<file path="src/rtl/controle_jogo.sv">
// Round controller for the two-player prize game: countdown, prize window and
// result phase, with press arbitration and saturating per-player scores.
module controle_jogo #(
    parameter int STEP_TICKS = 4,
    parameter int WAIT_TICKS = 8,
    parameter int MAX_SCORE  = 9
) (
    input  logic       clk,
    input  logic       reset,
    input  logic       tick,
    input  logic       start,
    input  logic       b1,
    input  logic       b2,
    output logic [0:3] state_f,
    output logic [0:1] premio_f,
    output logic [0:4] p1_f,
    output logic [0:4] p2_f
);

    typedef enum logic [3:0] {
        S0  = 4'd0,
        S1  = 4'd1,
        S2  = 4'd2,
        S3  = 4'd3,
        S4  = 4'd4,
        SG1 = 4'd5,
        SG2 = 4'd6,
        SG0 = 4'd7,
        SGX = 4'd8
    } state_t;

    localparam int CNT_MAX = (STEP_TICKS > WAIT_TICKS) ? STEP_TICKS : WAIT_TICKS;
    localparam int CW      = (CNT_MAX > 1) ? $clog2(CNT_MAX) : 1;

    state_t        state, nxt;
    logic [CW-1:0] cnt;
    logic          start_prev, b1_prev, b2_prev;
    logic          start_press, b1_press, b2_press;
    logic          step_done, wait_done, game_over, timed;

    assign state_f = state;

    always_comb begin
        start_press = start & ~start_prev;
        b1_press    = b1 & ~b1_prev;
        b2_press    = b2 & ~b2_prev;
        step_done   = tick && (cnt == CW'(STEP_TICKS - 1));
        wait_done   = tick && (cnt == CW'(WAIT_TICKS - 1));
        game_over   = (p1_f == 5'(MAX_SCORE)) || (p2_f == 5'(MAX_SCORE));
        timed       = state inside {S1, S2, S3, S4, SGX};
    end

    // Presses take priority over an expiring timer in the same cycle.
    always_comb begin
        // NOTE: default assignment first so every path drives nxt and no latch is inferred.
        nxt = state;
        case (state)
            S0: if (start_press) nxt = S1;
            S1, S2, S3: begin
                if (b1_press && b2_press) nxt = SG0;
                else if (b1_press)        nxt = SG2;
                else if (b2_press)        nxt = SG1;
                else if (step_done)       nxt = (state == S1) ? S2 : (state == S2) ? S3 : S4;
            end
            S4: begin
                if (b1_press && b2_press) nxt = SG0;
                else if (b1_press)        nxt = SG1;
                else if (b2_press)        nxt = SG2;
                else if (wait_done)       nxt = SG0;
            end
            SG1, SG2, SG0: nxt = SGX;
            SGX: if (wait_done) nxt = game_over ? S0 : S1;
            default: nxt = S0;
        endcase
    end

    always_ff @(posedge clk or posedge reset) begin
        if (reset) begin
            state      <= S0;
            premio_f   <= 2'b00;
            p1_f       <= '0;
            p2_f       <= '0;
            cnt        <= '0;
            // Start high so a button held through reset release is not a press.
            start_prev <= 1'b1;
            b1_prev    <= 1'b1;
            b2_prev    <= 1'b1;
        end else begin
            // NOTE: non-blocking assignments so every register samples pre-edge values.
            start_prev <= start;
            b1_prev    <= b1;
            b2_prev    <= b2;
            state      <= nxt;
            if (nxt != state) begin
                cnt <= '0;
                case (nxt)
                    S1: if (state == S0) begin
                        p1_f     <= '0;
                        p2_f     <= '0;
                        premio_f <= 2'b00;
                    end
                    SG1: begin
                        if (p1_f < 5'(MAX_SCORE)) p1_f <= p1_f + 5'd1;
                        premio_f <= 2'b01;
                    end
                    SG2: begin
                        if (p2_f < 5'(MAX_SCORE)) p2_f <= p2_f + 5'd1;
                        premio_f <= 2'b10;
                    end
                    SG0: premio_f <= 2'b00;
                    default: ;
                endcase
            end else if (tick && timed) begin
                cnt <= cnt + CW'(1);
            end
        end
    end

endmodule

</file>
<file path="config.mk">
export PLATFORM = sky130hd
export DESIGN_NAME = controle_jogo
export DESIGN_NICKNAME = d
export VERILOG_FILES = /design/src/rtl/controle_jogo.sv
export SDC_FILE = /design/constraint.sdc
export NUM_CORES = 1
export LEC_CHECK = 0
export CORE_MARGIN = 3
export CORE_UTILIZATION = 52
export CTS_CLUSTER_DIAMETER = 60
export DETAILED_ROUTE_END_ITERATION = 16
export GPL_ROUTABILITY_DRIVEN = 0
export PLACE_DENSITY = 0.82
export SLEW_MARGIN = 20
export SYNTH_ARGS = -nofsm -noshare
export SYNTH_HDL_FRONTEND = slang
export SYNTH_SLANG_ARGS = --single-unit
</file>
<file path="constraint.sdc">
create_clock -name clk -period 2.7 [get_ports clk]
set_input_delay 0.54 -clock clk [delete_from_list [all_inputs] [get_ports clk]]
set_output_delay 0.54 -clock clk [all_outputs]
set_load 0.1 [all_outputs]
</file>
# Yosys cells after proc, flatten, opt, wreduce, memory -nomap -nowiden
# Cells that the tools add are included.
[totals]
regBits = 22
in_bits = 6
out_inout_bits = 16
wordCells = 78
[op_classes]
addsub = 3
n_lt_le_gt_ge = 2
eq_ne = 20
n_mux = 23
bitwise_logic = 6
reduce_logical = 16
[ops]
columns = ["cell", "n"]
rows = [
  ["4-bit two-way mux", 10],
  ["4-bit by 3-bit == test with 1-bit output (second input constant)", 7],
  ["4-bit one-hot mux with 5 select lines", 1],
  ["5-bit one-hot mux with 2 select lines", 2],
  ["5-bit two-way mux", 3],
  ["3-bit two-way mux", 4],
  ["5-bit by 1-bit adder with 5-bit output (second input constant)", 2],
  ["5-bit by 4-bit == test with 1-bit output (second input constant)", 2],
  ["5-bit by 4-bit < comparator with 1-bit output (second input constant)", 2],
  ["4-bit by 1-bit == test with 1-bit output (second input constant)", 2],
  ["4-bit by 2-bit == test with 1-bit output (second input constant)", 2],
  ["2-bit one-hot mux with 4 select lines", 1],
  ["4-bit AND reduction", 2],
  ["2-bit inequality test (second input constant)", 3],
  ["2-bit nonzero test", 3],
  ["3-bit OR reduction", 2],
  ["5-bit nonzero test", 1],
  ["4-bit == test (second input constant)", 1],
  ["1-bit logical AND", 4],
  ["4-bit logical NOT", 1],
  ["4-bit inequality test", 1],
  ["4-bit nonzero test", 1],
  ["3-bit by 1-bit adder with 3-bit output (second input constant)", 1],
  ["1-bit bitwise AND", 3],
  ["other kinds (7)", 9],
]

# Longest topological paths before layout
[depth]
depth_word = 11
mapped_depth = 9
depth_no_buf = 9

# Worst setup path before layout
# OpenSTA, ideal clock, no wires.
[synth_timing]
kind = "reg-to-reg"
startpoint = "reg p1_f[3] in the netlist's numbering"
endpoint = "reg p1_f[4] in the netlist's numbering"
setup_time_ns = 0.126
t_arrival_ns = 2.624
required_time_ns = 2.574
setup_slack_ns = -0.050
stages_incl_launch_ff = 10
cell_sequence = "dfrtp_1 -> inv_1 -> ha_1 -> and4bb_2 -> or4_4 -> o211ai_2 -> nor2_4 -> inv_2 -> nand4b_4 -> mux2_4"
[synth_between]
elab_chain_cells = 8
[synth_lines]
columns = ["element", "line", "source"]
rows = [
  ["from (decl)", "16", "output logic [0:4] p1_f,"],
  ["from (signal assigned)", "103", "if (p1_f < 5'(MAX_SCORE)) p1_f <= p1_f + 5'd1;"],
  ["5-bit by 4-bit == test with 1-bit output (*)", "49", "game_over = (p1_f == 5'(MAX_SCORE)) || (p2_f == 5'(MAX_SCORE));"],
  ["1-bit logical OR (*)", "49", ""],
  ["1-bit two-way mux (*)", "72", "SGX: if (wait_done) nxt = game_over ? S0 : S1;"],
  ["4-bit two-way mux (*)", "72", ""],
  ["4-bit one-hot mux with 5 select lines (*)", "57", "case (state)"],
  ["net nxt[0]", "35", "state_t state, nxt;"],
  ["4-bit by 3-bit == test with 1-bit output or 4-bit by 1-bit == test with 1-bit output (tied branches)", "96", "case (nxt)"],
  ["2-bit inequality test (no line) or 2-bit nonzero test (tied branches)", "-", ""],
  ["4-bit AND reduction (no line)", "-", ""],
]
# The timed path passes the listed nets; every way through them passes the cells marked *.
# A chain may end at the register's enable or synchronous reset.

# Final worst setup path
[layout_timing]
startpoint = "reg cnt[0]"
endpoint = "reg p2_f[3] in the netlist's numbering"
[layout_between]
elab_chain_cells = 10
[layout_lines]
columns = ["element", "line", "source"]
rows = [
  ["from (decl)", "36", "logic [CW-1:0] cnt;"],
  ["from (signal assigned)", "114", "cnt <= cnt + CW'(1);"],
  ["3-bit == test or 3-bit by 2-bit == test with 1-bit output (tied branches)", "48, 47", ""],
  ["1-bit logical AND (on tied branches)", "48, 47", ""],
  ["4-bit two-way mux (on tied branches)", "69, 63", ""],
  ["4-bit two-way mux (on tied branches)", "68, 62", ""],
  ["4-bit two-way mux (on tied branches)", "67, 61", ""],
  ["4-bit two-way mux (on tied branches)", "66, 60", ""],
  ["4-bit one-hot mux with 5 select lines (*)", "57", ""],
  ["4-bit by 3-bit == test with 1-bit output or 4-bit by 1-bit == test with 1-bit output (tied branches)", "96", ""],
  ["2-bit inequality test (no line) or 2-bit nonzero test (tied branches)", "-", ""],
  ["4-bit AND reduction (no line)", "-", ""],
  ["to (signal assigned)", "107", "if (p2_f < 5'(MAX_SCORE)) p2_f <= p2_f + 5'd1;"],
  ["to (decl)", "17", "output logic [0:4] p2_f"],
]
# Every way passes the cells marked *; elsewhere a longest branch is shown, timed or not.

==> results.py <==
metrics = {
    "run_status": {
        "status": "finished, final reports clean",
    },
    "logic_synthesis": {
        "synth_top_area_cell": "dfrtp_1",
        "synthTopCellsByArea": "dfrtp_1, ha_1, dfstp_2, nor2_1, a21oi_1",
        "async_flop_share_pct": 100.0,
        "synth_ff_type": "dfrtp_1",
        "syn_area_mm2": 0.001331,
        "avgSynthCellArea_um2": 10.16,
        "yosysWarnings": 0,
        "synthDistinctLibCells": 49,
        "synth_seq_cells": 22,
        "netlist_instances": 131,
        "synth_seq_area_share_pct": 41.64,
        "synth_nets": 144,
        "yosysTopAreaCellShare_pct": 35.71,
        "synth_edf_count": 0,
    },
    "global_routing": {
        "grt.overflow.total": 0,
        "grt.total_usage_pct": 19.74,
        "grt_first_pass_wirelength_um": 5023,
        "antenna_found_initial": 0,
        "grt_max_degree": 23,
        "grt_pass1_vias": 1067,
    },
    "cells_and_area": {
        "area_growth_pct": 16.73,
        "fin_cells": 182,
        "drive_above_1_share_pct": 26.62,
        "final_cell_mix": "buf_4, dfrtp_1, nor2_1",
        "nets": 168,
        "final_area_mm2": 0.001554,
        "layout_commonest_cell": "buf_4",
        "antennaDiodeCount": 0,
    },
    "place": {
        "dpl.cell_count": 178,
        "post_dp_cell_area_mm2": 0.001528,
        "post-dp-hpwl_um": 2132,
        "place_ws_ps": 79.40,
        "numPortBuffers": 21,
    },
    "timing": {
        "maxSlewViolCount": 0,
        "finClkSkew_ps": 4.996,
        "max_freq_mhz": 430.0,
        "fin_setup_tns_ps": 0,
        "slew_headroom_pct": 45.96,
        "hold_slack_ps": 549.4,
        "fin_crit_ps": 2326,
        "finalCritPeriodShare_pct": 86.13,
        "setup_viol": 0,
        "worst_slack_ps": 374.5,
        "hold_violations": 0,
        "rsz0062_at_grt": "no",
        "tightest_slew_ps": 809.7,
    },
    "clock_network": {
        "clock_sinks": 22,
        "postCtsSetupRepairBufs": 0,
        "clkTransAtPathRegs_ps": 130,
        "root_buffer": "clkbuf_4",
        "ctsHoldBuffers": 0,
        "clk_latency_ps": 310,
        "clock_path_buffers": 2,
        "cts_buffers": 3,
        "cts_tree": "yes",
        "htree_levels": 1,
        "ctsResizeCount": 0,
    },
    "setup_path": {
        "cp_top_family": "compound AO/OA/AOI/OAI gates",
        "critical_path_arrival_ps": 2530,
        "startpoint_type": "flip-flop",
        "critPathBufInv": 0,
        "slowest_delay_ps": 420,
        "path_max_fanout": 5,
        "crit_type": "flip-flop to flip-flop",
        "path_cells": "ha_1, ha_1, and2_1, o311ai_0, o22a_2, nor2_1, and3_1, o32ai_1",
        "crit_path_end_kind": "flip-flop",
        "critical_path_required_ps": 2910,
        "crit_top_cell": "ha_1",
        "cpMaxStageDelayCell": "dfrtp_1",
    },
    "die": {
        "dieArea_mm2": 0.003203,
        "ios": 22,
        "start_util_pct": 57.42,
        "core_area_mm2": 0.002318,
        "die_w_um": 56.60,
        "fp.dieH_um": 56.60,
        "row_count": 17,
    },
    "drt": {
        "drtIter0Drc": 34,
        "via_per_inst": 5.945,
        "vias": 1082,
        "wirelength_um": 2818,
        "drc": 0,
        "wl_per_cell_um": 15.48,
        "ant_nets": 0,
        "first_pass_iters": 4,
    },
    "power_and_ir_drop": {
        "pwr_density_cell_mw_per_mm2": 1104,
        "leakagePower_nw": 0.7323,
        "peakVddDrop_mv": 1.012,
    },
    "run": {
        "max_cap_viol_count": 0,
    },
    "worst_hold_path": {
        "hold_path.class": "flip-flop to flip-flop",
    },
}
## tightest hold or removal path, delay by kind of cell (launching register included)
family | cells | cell delay (ps)
AND/OR/NAND/NOR | 1 | 60
AO/OA/AOI/OAI | 1 | 60
flip-flops | 1 | 410
## Yosys cell counts, drive strengths merged, types with 2 or more instances
cell type / n
mux2: 3
clkbuf: 2
o221a: 2
a21oi: 8
a21o: 3
inv: 7
or3: 2
dfrtp: 19
nor3: 3
nor2: 12
nand4: 4
nand2: 10
nor2b: 2
nand4b: 4
a31oi: 2
ha: 7
xor2: 2
dfstp: 3
and2: 3
o21ai: 3
nand2b: 3
mux2i: 3
buf: 3
## layout make-up
class	count	area, um2
inverter	7	26.28
fill	184	764.5
timing repair buffer	24	192.7
clock buffer	4	26.28
sequential	22	558.0
tap	28	35.03
multi-input combinational	97	715.7
## worst paths after layout
kind | startpoint | slack [ps] | to | cells past startpoint
worst max-delay path | cnt[0]$_DFFE_PP0P_ | 370 | p2_f[3]$_DFFE_PP0P_ | 8
worst min-delay path | p1_f[1]$_DFFE_PP0P_ | 550 | p1_f[1]$_DFFE_PP0P_ | 2
worst max register to register | cnt[0]$_DFFE_PP0P_ | 370 | p2_f[3]$_DFFE_PP0P_ | 8
worst min register to register | p1_f[1]$_DFFE_PP0P_ | 550 | p1_f[1]$_DFFE_PP0P_ | 2
max in group asynchronous | reset | 1410 | b2_prev$_DFF_PP1_ | 3
min in group asynchronous | reset | 670 | p2_f[3]$_DFFE_PP0P_ | 2
## sequential cells by signal, indices dropped and copies added, names as in the netlist
| signal | cells |
|---|---|
| p2_f | 5 |
| premio_f | 2 |
| state_f | 4 |
| b2_prev | 1 |
| p1_f | 5 |
| cnt | 3 |
| start_prev | 1 |
| b1_prev | 1 |
## per-stage QoR
step	total power, mW	utilization [%]
floorplan	1.363	-
global placement	1.541	65.89
detailed placement	1.564	65.89
CTS	1.723	67.03
global route	1.826	67.03
finish	1.716	67.03
## cells by family after synthesis
family	after synthesis	synth area share (%)
flip-flops	22	41.64
multiplexers	6	5.357
XOR/XNOR	3	1.974
buffers and inverters	12	4.605
AO/OA/AOI/OAI	29	15.79
AND/OR/NAND/NOR	52	24.06
adder cells (fa/ha/maj)	7	6.579
## per-layer routing
layer  vias up  part of all wire [%]  global-route usage (%)
li1        523                     -                       -
met1       518                    47                   28.35
met2        37                    45                   29.70
met3         4                   6.8                   3.448
met4         0                   1.3                   6.780
met5         -                     0                       0
## power breakdown
part | switching, mW | internal, mW | leakage [nW]
logic | 0.729 | 0.308 | 0.432
registers | 0.115 | 0.403 | 0.285
clock network | 0.103 | 0.0577 | 0.0150
total | 0.947 | 0.769 | 0.732
Note: power is estimated with default switching activity, not from simulation.
